==> src/rtl/div_issue_ctrl.sv <==
// EX-stage issue controller for the iterative divider: it latches the operands, holds start
// until the result returns, stalls EX while waiting, and writes {rem, quot} into HI/LO.
module div_issue_ctrl #(
  parameter int DATA_W = 32
) (
  input  logic                clk,
  input  logic                rst,
  input  logic                ex_div_valid_i,
  input  logic                ex_signed_i,
  input  logic [DATA_W-1:0]   ex_operand_1_i,
  input  logic [DATA_W-1:0]   ex_operand_2_i,
  input  logic                flush_i,
  output logic                div_start_o,
  output logic                div_signed_o,
  output logic [DATA_W-1:0]   div_operand_1_o,
  output logic [DATA_W-1:0]   div_operand_2_o,
  output logic                div_discard_o,
  input  logic [2*DATA_W-1:0] div_result_i,
  input  logic                div_ready_i,
  output logic                stall_req_o,
  output logic                hilo_we_o,
  output logic [DATA_W-1:0]   hi_o,
  output logic [DATA_W-1:0]   lo_o
);

  typedef enum logic [1:0] {IDLE, WAIT, DONE} state_t;

  state_t              state_q, state_d;
  logic                div_start_q, div_start_d;
  logic                div_signed_q, div_signed_d;
  logic [DATA_W-1:0]   op1_q, op1_d;
  logic [DATA_W-1:0]   op2_q, op2_d;
  logic                hilo_we_q, hilo_we_d;
  logic [DATA_W-1:0]   hi_q, hi_d;
  logic [DATA_W-1:0]   lo_q, lo_d;
  logic                accept;
  logic                in_wait;

  assign accept  = (state_q == IDLE) & ex_div_valid_i & ~flush_i;
  assign in_wait = (state_q == WAIT);

  always_comb begin
    state_d      = state_q;
    div_start_d  = div_start_q;
    div_signed_d = div_signed_q;
    op1_d        = op1_q;
    op2_d        = op2_q;
    hilo_we_d    = 1'b0;
    hi_d         = hi_q;
    lo_d         = lo_q;
    case (state_q)
      IDLE: begin
        // div_ready_i is deliberately ignored here; the divider may still be
        // dropping its ready level after the previous start fell.
        if (accept) begin
          state_d      = WAIT;
          div_start_d  = 1'b1;
          div_signed_d = ex_signed_i;
          op1_d        = ex_operand_1_i;
          op2_d        = ex_operand_2_i;
        end
      end
      WAIT: begin
        // Flush wins over a coincident ready: the result is dropped.
        if (flush_i) begin
          state_d     = IDLE;
          div_start_d = 1'b0;
        end else if (div_ready_i) begin
          state_d     = DONE;
          div_start_d = 1'b0;
          hilo_we_d   = 1'b1;
          hi_d        = div_result_i[2*DATA_W-1:DATA_W];
          lo_d        = div_result_i[DATA_W-1:0];
        end
      end
      DONE: begin
        // The instruction retires at the end of this cycle, so a still-high
        // ex_div_valid_i belongs to it and must not reissue.
        state_d = IDLE;
      end
      default: begin
        state_d     = IDLE;
        div_start_d = 1'b0;
      end
    endcase
  end

  always_ff @(posedge clk or negedge rst) begin
    if (!rst) begin
      state_q      <= IDLE;
      div_start_q  <= 1'b0;
      div_signed_q <= 1'b0;
      op1_q        <= '0;
      op2_q        <= '0;
      hilo_we_q    <= 1'b0;
      hi_q         <= '0;
      lo_q         <= '0;
    end else begin
      state_q      <= state_d;
      div_start_q  <= div_start_d;
      div_signed_q <= div_signed_d;
      op1_q        <= op1_d;
      op2_q        <= op2_d;
      hilo_we_q    <= hilo_we_d;
      hi_q         <= hi_d;
      lo_q         <= lo_d;
    end
  end

  assign div_start_o     = div_start_q;
  assign div_signed_o    = div_signed_q;
  assign div_operand_1_o = op1_q;
  assign div_operand_2_o = op2_q;
  assign hilo_we_o       = hilo_we_q;
  assign hi_o            = hi_q;
  assign lo_o            = lo_q;
  // Discard in the first WAIT cycle overlaps start=1 so the divider never begins.
  assign div_discard_o   = flush_i & in_wait;
  assign stall_req_o     = accept | in_wait;

endmodule

==> config.mk <==
export PLATFORM = sky130hd
export DESIGN_NAME = div_issue_ctrl
export DESIGN_NICKNAME = d
export VERILOG_FILES = /design/src/rtl/div_issue_ctrl.sv
export SDC_FILE = /design/constraint.sdc
export NUM_CORES = 1
export LEC_CHECK = 0
export CORE_MARGIN = 2
export CORE_UTILIZATION = 30
export CTS_CLUSTER_SIZE = 20
export DETAILED_ROUTE_END_ITERATION = 8
export GPL_TIMING_DRIVEN = 1
export PLACE_DENSITY_LB_ADDON = 0.15
export SYNTH_ARGS = -nofsm -noshare
export SYNTH_HDL_FRONTEND = slang
export SYNTH_SLANG_ARGS = --single-unit
==> constraint.sdc <==
create_clock -name clk -period 3.1 [get_ports clk]
set_input_delay 0.31 -clock clk [delete_from_list [all_inputs] [get_ports clk]]
set_output_delay 0.31 -clock clk [all_outputs]
set_load 0.01 [all_outputs]
==> run_results.csv, run 1 <==
group,metric,value,unit
status,outcome,"finished clean",
sta,clock.fmax,464,MHz
placement,hpwlAfterDp,9360,um
finish,fin_area,0.00847,mm2
logic_synthesis,synth_nets,424,
routing,drt_wl_total,12800,um
power,power.density,717,mW/mm2
setup_path,critical-path-slowest-cell,"clkdlybuf4s50_1",
setup_path,crit_buf_inv,2,
logic_synthesis,syn_area,0.00503,mm2
setup_path,crit_family,"buffers and inverters",
setup_path,critPathArrivalTime,1.84,ns
logic_synthesis,synth_edf_count,0,
logic_synthesis,yosys.area.top_type,"dfrtp_1",
setup_path,cp_max_fo,7,
power,switching_share,25.7,%
global_route,grt_pass1_vias,3709,
logic_synthesis,synth_top_cell_area_share,66.2,%
global_route,grt_overflow,0,
routing,antenna_left,0,
floorplan,die_area,0.0178,mm2
sta,rsz0062_at_grt,"false",
sta,layout_min_cycle_time,2.15,ns
finish,drive_gt1_share,20.1,%
power,p_leak,3.47,nW
sta,final-hold-violation-count,0,
setup_path,required,2.79,ns
logic_synthesis,synth_seq_area_share,66.2,%
setup_path,cpPeakStageDelay,0.58,ns
setup_path,critPathCaptureType,"output pin",
global_route,antenna_found_initial,0,
clock_network,cts_tree,"done",
routing,firstDrtPassIters,4,
setup_path,path_class,"input port to output pin",
logic_synthesis,synthCells,290,
floorplan,pin_count,267,
clock_network,cts_sinks,133,
power,power_frac_seq,39.0,%
power,combPwrFrac,29.0,%
sta,worstMarginPinSlew,0.714,ns
finish,area_growth,68.4,%
floorplan,die_h,133,um
routing,drc_errors,0,
placement,gp_congestion,0.725,
setup_path,cp-start-kind,"input port",
logic_synthesis,synth_warnings,0,
power,clock_power_share,32.0,%
logic_synthesis,yosys-top-cells-area,"dfrtp_1, mux2_2, mux2_1",
sta,max_slew_margin,52.4,%
logic_synthesis,synth_cell_types,18,
routing,drt-initial-drc-count,93,
clock_network,cts_buffers,17,
finish,stdcell_count,797,
setup_path,worstPathCellList,"clkdlybuf4s50_1, nand2b_1, a21oi_1, clkdlybuf4s50_1",
placement,place_area,0.00788,mm2
logic_synthesis,synth-seq-cells,133,
global_route,grt_util_all_layers,14.7,%
sta,slew_violations,0,
clock_network,clock_path_buffers,2,
power,p_total,6.07,mW
min_path,hold_path_startpoint,"hi_o[3]",
global_route,grt_pass1_wl,20000,um
routing,wire_per_inst,16.0,um
setup_path,cpMostUsedCell,"clkdlybuf4s50_1",
sta,fin_setup_tns,0,ns
power,vdd_drop_max,0.329,mV
clock_network,htreeDepth,4,
finish,n_antenna_cell,0,
finish,fin_nets,699,
routing,via_count,3438,
floorplan,core,0.0165,mm2
clock_network,insertion_delay,0.40,ns
logic_synthesis,ys.flop_type,"dfrtp_1",
flow_run,maxCapViolations,0,
clock_network,cts_root_buffer,"clkbuf_16",
min_path,worstHoldPathType,"flip-flop to flip-flop",
sta,setup-violations-final,0,
power,p_sw,1.56,mW
setup_path,reg2reg_setup_slack,1.36,ns
sta,period_share,69.5,%
floorplan,rows,47,
setup_path,worstRegToRegCells,3,
setup_path,reg2reg_to,"div_operand_2_o[28]",
logic_synthesis,syn_area_per_cell,17.3,um2
routing,routed_via_density,4.31,
setup_path,crit_end,"stall_req_o",
placement,dp.cells,765,
logic_synthesis,async_flop_share,100,%
sta,finalClockSkew,0.00464,ns
setup_path,regToRegStartpoint,"state_q[1]",
global_route,grt_start_max_net_pins,76,
floorplan,die_x,133,um
placement,portBuffers,266,
power,p_int,4.51,mW
floorplan,start_util,30.5,%
setup_path,cp_num_cells,4,
clock_network,path_clk_slew,0.05,ns
setup_path,crit_start,"flush_i",
==> layer usage <==
| layer | GRT usage (%) | vias to the layer above | wire, um |
|---|---|---|---|
| met4 | 5.67 | 0 | 202 |
| met3 | 5.29 | 13 | 1010 |
| met5 | 0 | - | 0 |
| met1 | 16.7 | 1707 | 5010 |
| met2 | 25.3 | 142 | 6550 |
| li1 | - | 1576 | - |
==> logic make-up (layout without fill, tap and decap cells) <==
kind of cell	after synthesis	in the layout	share of synthesized area, %
AO/OA/AOI/OAI	4	4	0.547
buffers and inverters	16	303	3.33
flip-flops	133	133	66.2
multiplexers	129	129	28.9
AND/OR/NAND/NOR	8	8	1.05
==> worst reg2reg max path: cells and delay by family, from the launching register on <==
| kind | cells | cell delay, ns |
|---|---|---|
| mux | 1 | 0.41 |
| flops | 1 | 0.49 |
| buf+inv | 1 | 0.36 |
| simple gates | 1 | 0.37 |
==> area by class of cell <==
class / instances / area (um2)
fill: 1422 / 8000
sequential: 133 / 3330
timing repair buffer: 270 / 2730
multi-input combinational: 141 / 1550
clock buffer: 19 / 443
tap: 220 / 275
clock inverter: 12 / 131
inverter: 2 / 7.51
==> repair_timing <==
| item | in CTS | in global routing |
|---|---|---|
| setup buffers | 0 | 0 |
| endpoints found under the hold margin | 74 | 0 |
| resized for setup | 0 | 0 |
| hold buffers | 1 | 0 |
==> state kept, by name, indices dropped and copies added, names as in the netlist <==
register	flops
hilo_we_o	1
div_start_o	1
div_operand_2_o	32
div_operand_1_o	32
lo_o	32
hi_o	32
div_signed_o	1
state_q	2
==> cell usage after synthesis (2+ instances only) <==
master / number
buf_2: 2
nor3_1: 2
inv_1: 2
buf_6: 6
mux2_2: 80
nand2_1: 2
mux2_1: 49
dfrtp_1: 133
buf_8: 5
==> metrics by stage <==
stage          hold WS, ns  setup WS [ns]  utilization, %
4_1_cts              0.476          0.951            51.4
3_5_place_dp         0.393          0.962            47.9
6_report             0.481          0.946            51.4
5_1_grt              0.486          0.853            51.4
2_1_floorplan       0.0144           1.56               -
3_3_place_gp         0.383          0.987            47.9
==> cells in the final DEF (no fill, tap or decap), drive strengths merged <==
cell and n:
dfrtp 133, clkbuf 19, nand2b 1, o32ai 1, inv 3, nor2 1
o21ai 1, clkinvlp 4, nand2 2, a2bb2oi 1, clkdlybuf4s50 265, a21oi 1
mux2 129, buf 4, nor3 3, clkinv 5, bufinv 2, dlygate4sd3 1
nor4b 1
==> power groups by stage <==
stage,sequential (mW),combinational (mW),clock (mW)
finish,2.37,1.76,1.94
global route,2.43,1.87,2.08
CTS,2.37,1.80,2.00
detailed placement,2.40,1.79,0
global placement,2.38,1.77,0
floorplan,2.60,0.399,0
==> worst min-delay path by stage <==
stage,endpoint,depth (start not counted)
2_1_floorplan,div_operand_1_o[0],0
5_1_grt,lo_o[15],2
4_1_cts,lo_o[19],2
3_5_place_dp,div_operand_1_o[5],1
3_3_place_gp,div_operand_2_o[20],1
6_report,hi_o[3],1
No activity file was read; power rests on OpenSTA's default activity.
==> inputs of run 2 (changes only) <==
==> constraint.sdc (replaced) <==
create_clock -name clk -period 2.15 [get_ports clk]
set_input_delay 0.215 -clock clk [delete_from_list [all_inputs] [get_ports clk]]
set_output_delay 0.215 -clock clk [all_outputs]
set_load 0.01 [all_outputs]
==> run 2 against run 1 <==
  * Combinational power rose by 45%
  * Critical path depth unchanged
  * Die area did not move
  * Setup slack got worse by 0.76 ns
  * Flip-flop and latch count unchanged
  * Count of clock-buffer cells in the layout down 1
  * Sequential power increased by 44%
  * Utilization up 0.40 points
  * Clock skew grew 0.0028 ns
  * First-iteration DRC count grew 2.2%
  * Total power rose by 48%
==> run_results.csv, run 2 (synthesis gave the netlist of run 1 again) <==
group,metric,value,unit
sta,fin_ws,0.186,ns
setup_path,cp_max_fo,7,
setup_path,cpPeakStageDelay,0.59,ns
sta,worstMarginPinSlew,0.614,ns
finish,n_antenna_cell,0,
placement,gp_congestion,0.712,
flow_run,maxCapViolations,0,
sta,rsz0062_at_grt,"false",
global_route,grt_pass1_wl,19800,um
power,p_leak,3.52,nW
sta,clock.fmax,509,MHz
sta,hold_ws,0.364,ns
routing,via_count,3415,
clock_network,cts_sinks,133,
sta,layout_min_cycle_time,1.96,ns
clock_network,insertion_delay,0.41,ns
floorplan,core,0.0165,mm2
sta,max_slew_margin,59.1,%
sta,finalClockSkew,0.00740,ns
placement,post-place-ws,0.132,ns
finish,fin_nets,703,
finish,layout_commonest_cell,"clkdlybuf4s50_1",
power,p_int,6.73,mW
power,vdd_drop_max,0.526,mV
floorplan,die_h,133,um
setup_path,path_class,"input port to output pin",
clock_network,htreeDepth,4,
clock_network,clock_path_buffers,2,
placement,portBuffers,266,
power,clock_power_share,33.7,%
placement,hpwlAfterDp,9460,um
finish,fin_area,0.00853,mm2
routing,wire_per_inst,16.0,um
sta,slew_violations,0,
setup_path,crit_family,"buffers and inverters",
routing,firstDrtPassIters,5,
routing,drt-initial-drc-count,95,
routing,drt_wl_total,12800,um
clock_network,path_clk_slew,0.06,ns
sta,period_share,91.3,%
sta,final-hold-violation-count,0,
floorplan,die_area,0.0178,mm2
finish,stdcell_count,802,
floorplan,rows,47,
finish,area_growth,69.7,%
floorplan,pin_count,267,
clock_network,cts_buffers,17,
clock_network,postCtsSetupBuffers,0,
setup_path,cpMostUsedCell,"clkdlybuf4s50_1",
setup_path,required,1.93,ns
setup_path,critPathCaptureType,"output pin",
setup_path,crit_buf_inv,2,
routing,routed_via_density,4.26,
routing,antenna_left,0,
clock_network,cts_resized,0,
global_route,grt_util_all_layers,14.6,%
global_route,antenna_found_initial,0,
global_route,grt_pass1_vias,3662,
sta,setup-violations-final,0,
power,p_total,8.99,mW
power,combPwrFrac,28.3,%
clock_network,cts_root_buffer,"clkbuf_16",
power,switching_share,25.1,%
setup_path,critical-path-slowest-cell,"clkdlybuf4s50_1",
finish,most-common-layout-cells,"clkdlybuf4s50_1, dfrtp_1, mux2_2",
placement,place_area,0.00790,mm2
placement,dp.cells,769,
setup_path,critPathArrivalTime,1.75,ns
status,outcome,"finished clean",
sta,fin_setup_tns,0,ns
setup_path,cp-start-kind,"input port",
routing,drc_errors,0,
clock_network,cts_tree,"done",
power,p_sw,2.25,mW
global_route,grt_start_max_net_pins,66,
power,power_frac_seq,38.0,%
finish,drive_gt1_share,21.0,%
global_route,grt_overflow,0,
setup_path,worstPathCellList,"clkdlybuf4s50_1, nand2b_1, a21oi_1, clkdlybuf4s50_1",
floorplan,die_x,133,um
finish,postLayoutCoreUtil,51.8,%
min_path,worstHoldPathType,"input port to async pin",
floorplan,start_util,30.5,%
power,power.density,1050,mW/mm2
-- run 2: cell count changes in the layout (fill, tap and decap cells not counted), sizes merged --
cell,previous run,this run
clkbuf,19,18
bufinv,2,4
clkinv,5,7
buf,4,8
clkinvlp,4,2
-- run 2: worst reg2reg max path, delay by kind of cell, from the launching register on --
family,cells,cell delay (ns)
buffers and inverters,1,0.34
flip-flops,1,0.49
multiplexers,1,0.37
AND/OR/NAND/NOR,1,0.39
-- run 2: path summary, 6_finish.rpt --
kind | start | slack [ns] | depth (start not counted) | end
max | flush_i | 0.19 | 4 | stall_req_o
min | rst | 0.36 | 2 | div_operand_2_o[15]
max reg2reg | state_q[1] | 0.44 | 3 | div_operand_1_o[31]
min reg2reg | lo_o[18] | 0.48 | 1 | lo_o[18]
max in group asynchronous | rst | 1.01 | 3 | hi_o[19]
min in group clk | div_result_i[62] | 0.40 | 2 | hi_o[30]
-- run 2: routing by layer --
| layer | share of wire [%] | vias up | global-route usage, % |
|---|---|---|---|
| met4 | 2.4 | 0 | 6.09 |
| met2 | 51 | 146 | 25.1 |
| met5 | 0 | - | 0 |
| met3 | 8.4 | 23 | 6.16 |
| li1 | - | 1591 | - |
| met1 | 38 | 1655 | 15.8 |
-- run 2: what timing repair did --
item	4_1_cts	5_1_grt
setup endpoints to repair	0	0
hold buffers	1	0
endpoints found under the hold margin	61	0
-- run 2: cell type report --
class,instances,area (um2)
Fill cell,1390,7930
Sequential cell,133,3330
Timing Repair Buffer,274,2750
Multi-Input combinational cell,141,1550
Clock buffer,18,439
Tap cell,220,275
Clock inverter,14,183
Inverter,2,7.51
-- run 2: power groups by stage --
stage | Combinational (mW) | Sequential (mW) | Clock, mW
global route | 2.70 | 3.50 | 3.23
CTS | 2.60 | 3.42 | 3.13
global placement | 2.56 | 3.43 | 0
floorplan | 0.575 | 3.74 | 0
detailed placement | 2.59 | 3.46 | 0
finish | 2.55 | 3.41 | 3.03
==> inputs of run 3 (changes only) <==
--- a/config.mk
+++ b/config.mk
@@ -5,10 +5,12 @@
 export SDC_FILE = /design/constraint.sdc
 export NUM_CORES = 1
 export LEC_CHECK = 0
+export ABC_CLOCK_PERIOD_IN_PS = 2150
 export CORE_MARGIN = 2
 export CORE_UTILIZATION = 30
 export CTS_CLUSTER_SIZE = 20
 export DETAILED_ROUTE_END_ITERATION = 8
+export DONT_BUFFER_PORTS = 1
 export GPL_TIMING_DRIVEN = 1
 export PLACE_DENSITY_LB_ADDON = 0.15
 export SYNTH_ARGS = -nofsm -noshare
==> run 3 against run 2 <==
  * Synthesized cell count did not move
  * Synthesized area unchanged
  * The run now fails in clock tree synthesis (4_1_cts)
==> run_results.csv, run 3 <==
group,metric,value,unit
clock_network,htreeDepth,4,
floorplan,start_util,30.5,%
clock_network,cts_resized,0,
logic_synthesis,synth_nets,424,
clock_network,postCtsSetupBuffers,0,
logic_synthesis,synth_top_cell_area_share,66.2,%
clock_network,cts_buffers,17,
logic_synthesis,async_flop_share,100,%
logic_synthesis,synthTopCellsByCount,"dfrtp_1, mux2_2, mux2_1",
logic_synthesis,syn_area,0.00503,mm2
logic_synthesis,synth-seq-cells,133,
clock_network,cts_root_buffer,"clkbuf_16",
logic_synthesis,synth_edf_count,0,
placement,gp_congestion,0.680,
status,stop_stage,"clock tree synthesis (4_1_cts)",
logic_synthesis,synth_cell_types,18,
logic_synthesis,synth_warnings,0,
clock_network,cts_sinks,133,
logic_synthesis,yosys.area.top_type,"dfrtp_1",
placement,place_area,0.00521,mm2
placement,hpwlAfterDp,7090,um
logic_synthesis,synth_seq_area_share,66.2,%
logic_synthesis,synthCells,290,
placement,portBuffers,0,
floorplan,rows,47,
floorplan,pin_count,267,
clock_network,cts_hold_buffers,107,
logic_synthesis,ys.flop_type,"dfrtp_1",
logic_synthesis,yosys-top-cells-area,"dfrtp_1, mux2_2, mux2_1",
logic_synthesis,yosysMostFrequentCell,"dfrtp_1",
floorplan,die_x,133,um
status,outcome,"did not finish",
floorplan,die_h,133,um
logic_synthesis,syn_area_per_cell,17.3,um2
clock_network,clock_path_buffers,2,
status,error,"[ERROR RSZ-0060] Max buffer count reached.",
==> run 3: through the flow <==
stage | util, % | worst slack, ns | std cells
after floorplan | - | 0.607 | 290
after global placement | 31.6 | 0.499 | 499
after detailed placement | 31.6 | 0.446 | 499
==> run 3: cells by family after synthesis <==
group,after synthesis,share of synthesized area [%]
buffers and inverters,16,3.33
AND/OR/NAND/NOR,8,1.05
AO/OA/AOI/OAI,4,0.547
flip-flops,133,66.2
multiplexers,129,28.9
==> inputs of run 4 (changes only) <==
--- a/config.mk
+++ b/config.mk
@@ -7,8 +7,7 @@
 export LEC_CHECK = 0
 export ABC_CLOCK_PERIOD_IN_PS = 2150
 export CORE_MARGIN = 2
-export CORE_UTILIZATION = 30
-export CTS_CLUSTER_SIZE = 20
+export CORE_UTILIZATION = 20
 export DETAILED_ROUTE_END_ITERATION = 8
 export DONT_BUFFER_PORTS = 1
 export GPL_TIMING_DRIVEN = 1
==> run 4 against run 3 <==
  * The flow again stops in clock tree synthesis (4_1_cts)
  * Synthesized cell count is the same
  * Synthesized area stayed put
==> run_results.csv, run 4 <==
group,metric,value,unit
logic_synthesis,yosysMostFrequentCell,"dfrtp_1",
floorplan,rows,58,
logic_synthesis,synth_edf_count,0,
placement,dp.cells,609,
logic_synthesis,synth_warnings,0,
status,error,"[ERROR RSZ-0060] Max buffer count reached.",
floorplan,start_util,20.1,%
logic_synthesis,yosys-top-cells-area,"dfrtp_1, mux2_2, mux2_1",
status,outcome,"did not finish",
logic_synthesis,synth_cell_types,18,
logic_synthesis,synth_top_cell_area_share,66.2,%
logic_synthesis,async_flop_share,100,%
clock_network,htreeDepth,4,
placement,gp_congestion,0.689,
logic_synthesis,syn_area_per_cell,17.3,um2
floorplan,die_h,163,um
floorplan,die_x,163,um
clock_network,clock_path_buffers,2,
clock_network,cts_root_buffer,"clkbuf_16",
logic_synthesis,ys.flop_type,"dfrtp_1",
clock_network,cts_resized,0,
clock_network,cts_sinks,133,
logic_synthesis,syn_area,0.00503,mm2
status,stop_stage,"clock tree synthesis (4_1_cts)",
logic_synthesis,synthTopCellsByCount,"dfrtp_1, mux2_2, mux2_1",
logic_synthesis,synth_seq_area_share,66.2,%
floorplan,pin_count,267,
logic_synthesis,yosys.area.top_type,"dfrtp_1",
logic_synthesis,synth_nets,424,
clock_network,cts_hold_buffers,129,
logic_synthesis,synth-seq-cells,133,
clock_network,cts_buffers,17,
placement,hpwlAfterDp,7600,um
clock_network,postCtsSetupBuffers,0,
placement,portBuffers,0,
logic_synthesis,synthCells,290,
==> run 4: per-stage QoR <==
step / instance area [um2] / hold slack (ns) / setup slack, ns
after global placement: 5340 / -0.0761 / 0.458
after detailed placement: 5340 / -0.0774 / 0.378
after floorplan: 5030 / -0.0806 / 0.607
==> run 4: cells by family after synthesis <==
logic type      synth area share [%]
flops                           66.2
buf+inv                         3.33
mux                             28.9
simple gates                    1.05
compound gates                 0.547
